`src/rtl/spi_frame_engine.sv`:
```
// rtl/spi_frame_engine.sv - SPI mode-0 16-bit command/data frame decoder with register strobes
//
// Purpose: consumes synchronized CS_N/MOSI levels and single-cycle SCLK edge
// pulses, decodes {rw, addr} + data frames, issues one-clk register read/write
// strobes and shifts read data out on MISO.
//
// Ports:
//   clk, rst       system clock, synchronous active-high reset
//   cs_n           synchronized chip select (active low)
//   sclk_rise      one-clk pulse per SCLK rising edge
//   sclk_fall      one-clk pulse per SCLK falling edge
//   mosi           synchronized MOSI level
//   miso, miso_oe  serial read data and its output enable
//   reg_addr       latched register address
//   reg_wdata      latched write data
//   reg_wr, reg_rd one-clk write / read strobes
//   reg_rdata      read data, valid the clk after reg_rd
//   frame_err      one-clk pulse when a frame ends with 1..15 bits
module spi_frame_engine #(
    parameter int ADDR_W = 7,
    parameter int DATA_W = 8
) (
    input  logic              clk,
    input  logic              rst,
    input  logic              cs_n,
    input  logic              sclk_rise,
    input  logic              sclk_fall,
    input  logic              mosi,
    output logic              miso,
    output logic              miso_oe,
    output logic [ADDR_W-1:0] reg_addr,
    output logic [DATA_W-1:0] reg_wdata,
    output logic              reg_wr,
    output logic              reg_rd,
    input  logic [DATA_W-1:0] reg_rdata,
    output logic              frame_err
);

    typedef enum logic [1:0] {
        ST_IDLE,
        ST_CMD,
        ST_DATA,
        ST_DONE
    } state_t;

    localparam logic [4:0] CMD_LAST   = 5'(DATA_W - 1);
    localparam logic [4:0] FRAME_LAST = 5'(2 * DATA_W - 1);
    localparam logic [4:0] FRAME_BITS = 5'(2 * DATA_W);

    state_t            state;
    logic [4:0]        bit_cnt;
    // Shift registers hold only the bits received so far; the final bit is
    // taken straight from mosi on the completing rise.
    logic [DATA_W-2:0] cmd_sr;
    logic [DATA_W-2:0] wdata_sr;
    logic [DATA_W-1:0] tx_sr;
    logic              is_read;
    logic              rd_capture;

    always_ff @(posedge clk) begin
        if (rst) begin
            state      <= ST_IDLE;
            bit_cnt    <= '0;
            cmd_sr     <= '0;
            wdata_sr   <= '0;
            tx_sr      <= '0;
            is_read    <= 1'b0;
            rd_capture <= 1'b0;
            miso       <= 1'b0;
            miso_oe    <= 1'b0;
            reg_addr   <= '0;
            reg_wdata  <= '0;
            reg_wr     <= 1'b0;
            reg_rd     <= 1'b0;
            frame_err  <= 1'b0;
        end else begin
            reg_wr     <= 1'b0;
            reg_rd     <= 1'b0;
            frame_err  <= 1'b0;
            miso_oe    <= !cs_n;
            rd_capture <= reg_rd;
            if (rd_capture) begin
                tx_sr <= reg_rdata;
            end

            if (cs_n) begin
                // Frame boundary: a partial frame is an error, 0 or a full
                // (possibly over-length, saturated) frame is not.
                state     <= ST_IDLE;
                bit_cnt   <= '0;
                miso      <= 1'b0;
                frame_err <= (bit_cnt != 5'd0) && (bit_cnt != FRAME_BITS);
            end else begin
                case (state)
                    ST_IDLE, ST_CMD: begin
                        state <= ST_CMD;
                        miso  <= 1'b0;
                        if (sclk_rise) begin
                            cmd_sr  <= {cmd_sr[DATA_W-3:0], mosi};
                            bit_cnt <= bit_cnt + 5'd1;
                            if (bit_cnt == CMD_LAST) begin
                                state    <= ST_DATA;
                                is_read  <= !cmd_sr[DATA_W-2];
                                reg_rd   <= !cmd_sr[DATA_W-2];
                                reg_addr <= {cmd_sr[ADDR_W-2:0], mosi};
                            end
                        end
                    end
                    ST_DATA: begin
                        if (sclk_rise) begin
                            wdata_sr <= {wdata_sr[DATA_W-3:0], mosi};
                            bit_cnt  <= bit_cnt + 5'd1;
                            if (bit_cnt == FRAME_LAST) begin
                                state <= ST_DONE;
                                miso  <= 1'b0;
                                if (!is_read) begin
                                    reg_wdata <= {wdata_sr, mosi};
                                    reg_wr    <= 1'b1;
                                end
                            end
                        end else if (sclk_fall && is_read) begin
                            // The first data fall can land in the very cycle
                            // read data is captured, so forward it directly.
                            if (rd_capture) begin
                                miso  <= reg_rdata[DATA_W-1];
                                tx_sr <= {reg_rdata[DATA_W-2:0], 1'b0};
                            end else begin
                                miso  <= tx_sr[DATA_W-1];
                                tx_sr <= {tx_sr[DATA_W-2:0], 1'b0};
                            end
                        end
                    end
                    ST_DONE: begin
                        miso <= 1'b0;
                    end
                    default: begin
                        state <= ST_IDLE;
                    end
                endcase
            end
        end
    end

endmodule

```
`config.mk`:
```
export PLATFORM = sky130hd
export DESIGN_NAME = spi_frame_engine
export DESIGN_NICKNAME = d
export VERILOG_FILES = /design/src/rtl/spi_frame_engine.sv
export SDC_FILE = /design/constraint.sdc
export NUM_CORES = 1
export LEC_CHECK = 0
export ABC_AREA = 1
export ABC_CLOCK_PERIOD_IN_PS = 1700
export CAP_MARGIN = 40
export CORE_MARGIN = 3
export CORE_UTILIZATION = 65
export CTS_BUF_LIST = sky130_fd_sc_hd__clkbuf_8
export DETAILED_ROUTE_END_ITERATION = 8
export DONT_BUFFER_PORTS = 1
export PLACE_DENSITY_LB_ADDON = 0.08
export SKIP_CTS_REPAIR_TIMING = 1
export SYNTH_ARGS = -nofsm -noshare
export SYNTH_HDL_FRONTEND = slang
export SYNTH_SLANG_ARGS = --single-unit
```
`constraint.sdc`:
```
create_clock -name clk -period 1.7 [get_ports clk]
set_input_delay 0.34 -clock clk [delete_from_list [all_inputs] [get_ports clk]]
set_output_delay 0.34 -clock clk [all_outputs]
set_load 0.02 [all_outputs]
```
# ---- Word-level counts from Yosys, hierarchy flattened
# Cells that the tools add are included.
dict set report word_totals {
  regBits 51
  out_inout_bits 20
  mem_bits_ro 0
  mem_count 0
  latch_bits 0
  ram_bits 0
  word_cells 70
  in_bits 14
}
dict set report op_classes {
  div_mod_pow 0
  multipliers 0
  n_mux 17
  eq_ne 10
  n_bitwise 7
  n_reduce_logical 21
  order_cmp 0
  addsub 1
  n_shift 0
}
# operator count
set op_table {}
lappend op_table {{$mux 8} 6}
lappend op_table {{$reduce_or 5->1} 2}
lappend op_table {{$reduce_and 3->1} 3}
lappend op_table {{$mux 2} 4}
lappend op_table {{$not 1->1} 7}
lappend op_table {{$ne 3x3->1 const B} 2}
lappend op_table {{$reduce_or 2->1} 3}
lappend op_table {{$reduce_or 3->1} 2}
lappend op_table {{$add 5x1->5 const B} 1}
lappend op_table {{$eq 5x3->1 const B} 1}
lappend op_table {{$eq 5x4->1 const B} 1}
lappend op_table {{$mux 1} 5}
lappend op_table {{$ne 5x5->1 const B} 1}
lappend op_table {{$reduce_and 5->1} 1}
lappend op_table {{$reduce_bool 5->1} 1}
lappend op_table {{$eq 2x2->1 const B} 2}
lappend op_table {{$ne 2x2->1 const B} 2}
lappend op_table {{$pmux 2 s2} 1}
lappend op_table {{$reduce_and 2->1} 2}
lappend op_table {{$reduce_and 4->1} 1}
lappend op_table {{$eq 2x1->1 const B} 1}
lappend op_table {{$logic_and 1x1->1} 2}
lappend op_table {{$logic_not 1->1} 2}
lappend op_table {{$logic_not 2->1} 1}
lappend op_table {{2 further kinds} 2}

# ---- Longest topological paths before layout
dict set report depth {
  word_depth 5
  ltp_mapped 10
  depth_no_buf 10
}

# ---- Worst setup path before layout
# OpenSTA, ideal clock, no wires.
dict set report synth_path {
  path_kind {flip-flop to flip-flop}
  from {register bit_cnt[0]}
  to {register reg_wdata[0]}
  stages_incl_launch_ff 10
  arrival_ns 1.297
  setup_ns 0.132
  period_less_slack_ns 1.430
  n_path_buf 0
  required_time_ns 1.568
  setup_slack_ns 0.270
  path_cell_list {dfxtp_1 > ha_1 > nand2_1 > nor2_1 > ha_1 > nand2_1 > inv_2 > nand3_4 > nand2_1 > a21oi_1}
}
dict set report synth_between {
  elab_chain_cells 2
}
# item line
set synth_lines {}
lappend synth_lines {{from (decl)} 51} ;# logic [4:0] bit_cnt;
lappend synth_lines {{from (signal assigned)} 100} ;# bit_cnt <= bit_cnt + 5'd1;
lappend synth_lines {{from (signal assigned)} 112} ;# bit_cnt <= bit_cnt + 5'd1;
lappend synth_lines {{$eq 5x4->1} 113} ;# if (bit_cnt == FRAME_LAST) begin
lappend synth_lines {{$reduce_and 5->1 (no line)} n/a}
lappend synth_lines {{to (signal assigned)} 117} ;# reg_wdata <= {wdata_sr, mosi};
lappend synth_lines {{to (decl)} 32} ;# output logic [DATA_W-1:0] reg_wdata,
# Every way passes these cells.
# A chain may end at the register's enable or synchronous reset.

# ---- Final worst setup path
dict set report layout_path {
  from {register bit_cnt[0]}
  to {register reg_wdata[6]}
}
# Same word-level chain as after synthesis.

==> results.sh <==
export IMPL_antenna_found_initial=0
export IMPL_cts_num_sinks=51
export IMPL_overflow=0
export IMPL_synth_seq_cells=51
export IMPL_swShare_pct=21.7
export IMPL_grt_use_total_pct=22.6
export IMPL_grt_max_degree=18
export IMPL_multi_input_area_sq_um=1010
export IMPL_clock_path_buffers=2
export IMPL_p_per_area_nw_per_um2=847
export IMPL_fin_area_sq_um=2340
export IMPL_synth_nets=314
export IMPL_place_congestion=0.883
export IMPL_drtPass1Iterations=4
export IMPL_diodes=0
export IMPL_rows=20
export IMPL_ys_warn_count=0
export IMPL_dpl_cell_count=337
export IMPL_place_port_buffers=0
export IMPL_drv_slew=0
export IMPL_hp_class="in2reg"
export IMPL_timing_fmax_mhz=650
export IMPL_peakVddDrop_mv=0.778
export IMPL_regToRegSetupSlack_ns=0.16
export IMPL_worstSkewPairLatency_ns=0.30
export IMPL_cp_slowest_cell="dfxtp_2"
export IMPL_wirelength_mm=4.18
export IMPL_crit_required_ns=1.95
export IMPL_nNetsFinal=319
export IMPL_startpoint_type="flop"
export IMPL_start_util_pct=69.8
export IMPL_die_x_microns=63.9
export IMPL_pwr_share_comb_pct=3.6
export IMPL_p_seq_share_pct=61.6
export IMPL_clk_pin_slew_ns=0.08
export IMPL_cts_tree="done"
export IMPL_dpl_instance_area_sq_um=2220
export IMPL_postLayoutSetupSlackWorst_ns=0.160
export IMPL_antenna_left=0
export IMPL_synthTopCellsByArea="dfxtp_1 47%, nand2_1 14%, nor2_1 8.6%, inv_1 5.0%, nand3_1 4.4%"
export IMPL_wl_per_cell_microns=12.1
export IMPL_synth_top_area_share_pct=46.8
export IMPL_syn_inst=297
export IMPL_grt_pass1_wl_mm=7.18
export IMPL_outcome="completed"
export IMPL_ios=34
export IMPL_final_hold_viol_count=0
export IMPL_cap_violations=0
export IMPL_ys_seq_area_share_pct=46.8
export IMPL_finalCriticalPeriod_ns=1.54
export IMPL_cts_buffers=5
export IMPL_vias=1794
export IMPL_intPower_uw=1550
export IMPL_instances_no_fill=346
export IMPL_dpl_worst_slack_ns=0.104
export IMPL_path_cells="ha_2, nand2_1, nor2_1, ha_1, nand2_2, inv_4, nand3_4, nor2_4, nand2_1, nand2_1"
export IMPL_critPathCaptureType="flop"
export IMPL_cts_root_buffer="clkbuf_8"
export IMPL_synthToLayoutAreaGrowth_pct=7.22
export IMPL_vias_per_cell=5.18
export IMPL_drive_gt1_share_pct=9.93
export IMPL_seq_area_sq_um=1020
export IMPL_nFillCells=259
export IMPL_yosys_area_top_type="dfxtp_1"
export IMPL_coreArea_sq_um=3130
export IMPL_tightest_slew_ns=0.424
export IMPL_avgSynthCellArea_sq_um=7.35
export IMPL_setup_violations=0
export IMPL_synth_area_sq_um=2180
export IMPL_first_iter_violations=111
export IMPL_critical_path_max_stage_delay_ns=0.34
export IMPL_drc=0
export IMPL_finClkSkew_ns=0.00309
export IMPL_die_area_sq_um=4090
export IMPL_p_leak_uw=0.000976
export IMPL_hpwl_mm=2.95
export IMPL_arrival_ns=1.79
export IMPL_ys_types=26
export IMPL_crit_type="reg2reg"
export IMPL_critical_path_max_fanout=5
export IMPL_grt_pass1_vias=1674
export IMPL_max_slew_margin_pct=71.6
export IMPL_path_common_cell="nand2_1"
export IMPL_fp_dieH_microns=63.9
export IMPL_p_sw_uw=431
export IMPL_fin_crit_sh_pct=90.6
export IMPL_h_tree_depth=2
export IMPL_pwr_share_clk_pct=34.8
-- stage by stage --
| step | setup TNS (ns) | total power, uW | utilization, % | hold WS, ns |
|---|---|---|---|---|
| 2_1_floorplan | 0 | 1310 | - | 0.409 |
| 3_3_place_gp | 0 | 1320 | 71.1 | 0.411 |
| 3_5_place_dp | 0 | 1320 | 71.1 | 0.413 |
| 4_1_cts | 0 | 2000 | 73.9 | 0.0810 |
| 5_1_grt | -0.0113 | 2070 | 74.8 | 0.0700 |
| 6_report | 0 | 1980 | 74.8 | 0.0918 |
-- final cells by class --
cell class | count | area share, %
Clock inverter | 1 | 0.214
Multi-Input combinational cell | 208 | 43.2
Sequential cell | 51 | 43.7
Tap cell | 44 | 2.35
Clock buffer | 6 | 3.53
Timing Repair Buffer | 2 | 0.642
Timing Repair inverter | 1 | 0.321
Inverter | 33 | 5.99
-- path summary, 6_finish.rpt --
path,start,cells after the start,end
setup reg to reg,bit_cnt[0],10,reg_wdata[6]
hold reg to reg,cmd_sr[6],2,cmd_sr[6]
hold / removal,rst,1,wdata_sr[0]
setup / recovery,bit_cnt[0],10,reg_wdata[6]
-- sequential cells by signal (all words and copies together), names as in the netlist --
signal / cells
bit_cnt: 5
cmd_sr: 7
frame_err: 1
is_read: 1
miso: 1
miso_oe: 1
rd_capture: 1
reg_addr: 7
reg_rd: 1
reg_wdata: 8
reg_wr: 1
state: 2
tx_sr: 8
wdata_sr: 7
-- cell families after synthesis --
| logic type | Yosys count | share of synthesized area, % |
|---|---|---|
| simple gates | 172 | 36.5 |
| compound gates | 32 | 7.45 |
| fa+ha+maj | 3 | 1.72 |
| buf+inv | 39 | 7.57 |
| flops | 51 | 46.8 |
-- power groups by stage --
| stage | logic, uW | clock network, uW | registers, uW |
|---|---|---|---|
| 2_1_floorplan | 63.9 | 0 | 1250 |
| 3_3_place_gp | 69.4 | 0 | 1250 |
| 3_5_place_dp | 71.1 | 0 | 1250 |
| 4_1_cts | 71.7 | 710 | 1220 |
| 5_1_grt | 83.8 | 761 | 1220 |
| 6_report | 72.3 | 689 | 1220 |
-- layer usage --
layer  up-vias  track usage [%]  routed length [microns]
met4         0             11.1                       68
met3         5             7.73                      271
met5         -                0                        0
met1       804             26.6                     1920
li1        945                -                        -
met2        40             36.5                     1920
-- cells in the mapped netlist --
cell and instances:
nor3_4 1, o21ai_0 15, nand2_2 1, dfxtp_1 51, nor2_8 1, bufinv_8 1, nand3_4 2, buf_4 1
nand4_1 6, and2_0 1, a31oi_1 2, a21oi_1 15, nand3b_1 1, nor2_4 3, inv_1 29, nand2_1 79
buf_2 1, buf_1 1, clkbuf_1 3, nor2_2 2, nand3_1 19, nor2_1 50, and2_1 5, nand3_2 1
inv_2 3, ha_1 3
-- critical path: cells and delay by family, from the launching register on --
family                   cells  cell delay (ns)
AND/OR/NAND/NOR              7             0.66
adder cells (fa/ha/maj)      2             0.37
flip-flops                   1             0.34
buffers and inverters        1             0.11
-- layout by cell type, fill, tap and decap left out, types with 2 or more instances in the layout --
cell      Yosys  routed
nand2_1      79      78
nor2_1       50      50
dfxtp_1      51      49
inv_1        29      29
nand3_1      19      19
o21ai_0      15      15
a21oi_1      15      15
nand4_1       6       6
clkbuf_8      0       6
and2_1        5       5
nor2_4        3       3
inv_2         3       2
nand3_2       1       2
nor2_2        2       2
nand2_2       1       2
nand3_4       2       2
a31oi_1       2       2
ha_1          3       2
dfxtp_2       0       2
buf_4         1       2
No activity file was read; power rests on OpenSTA's default activity.
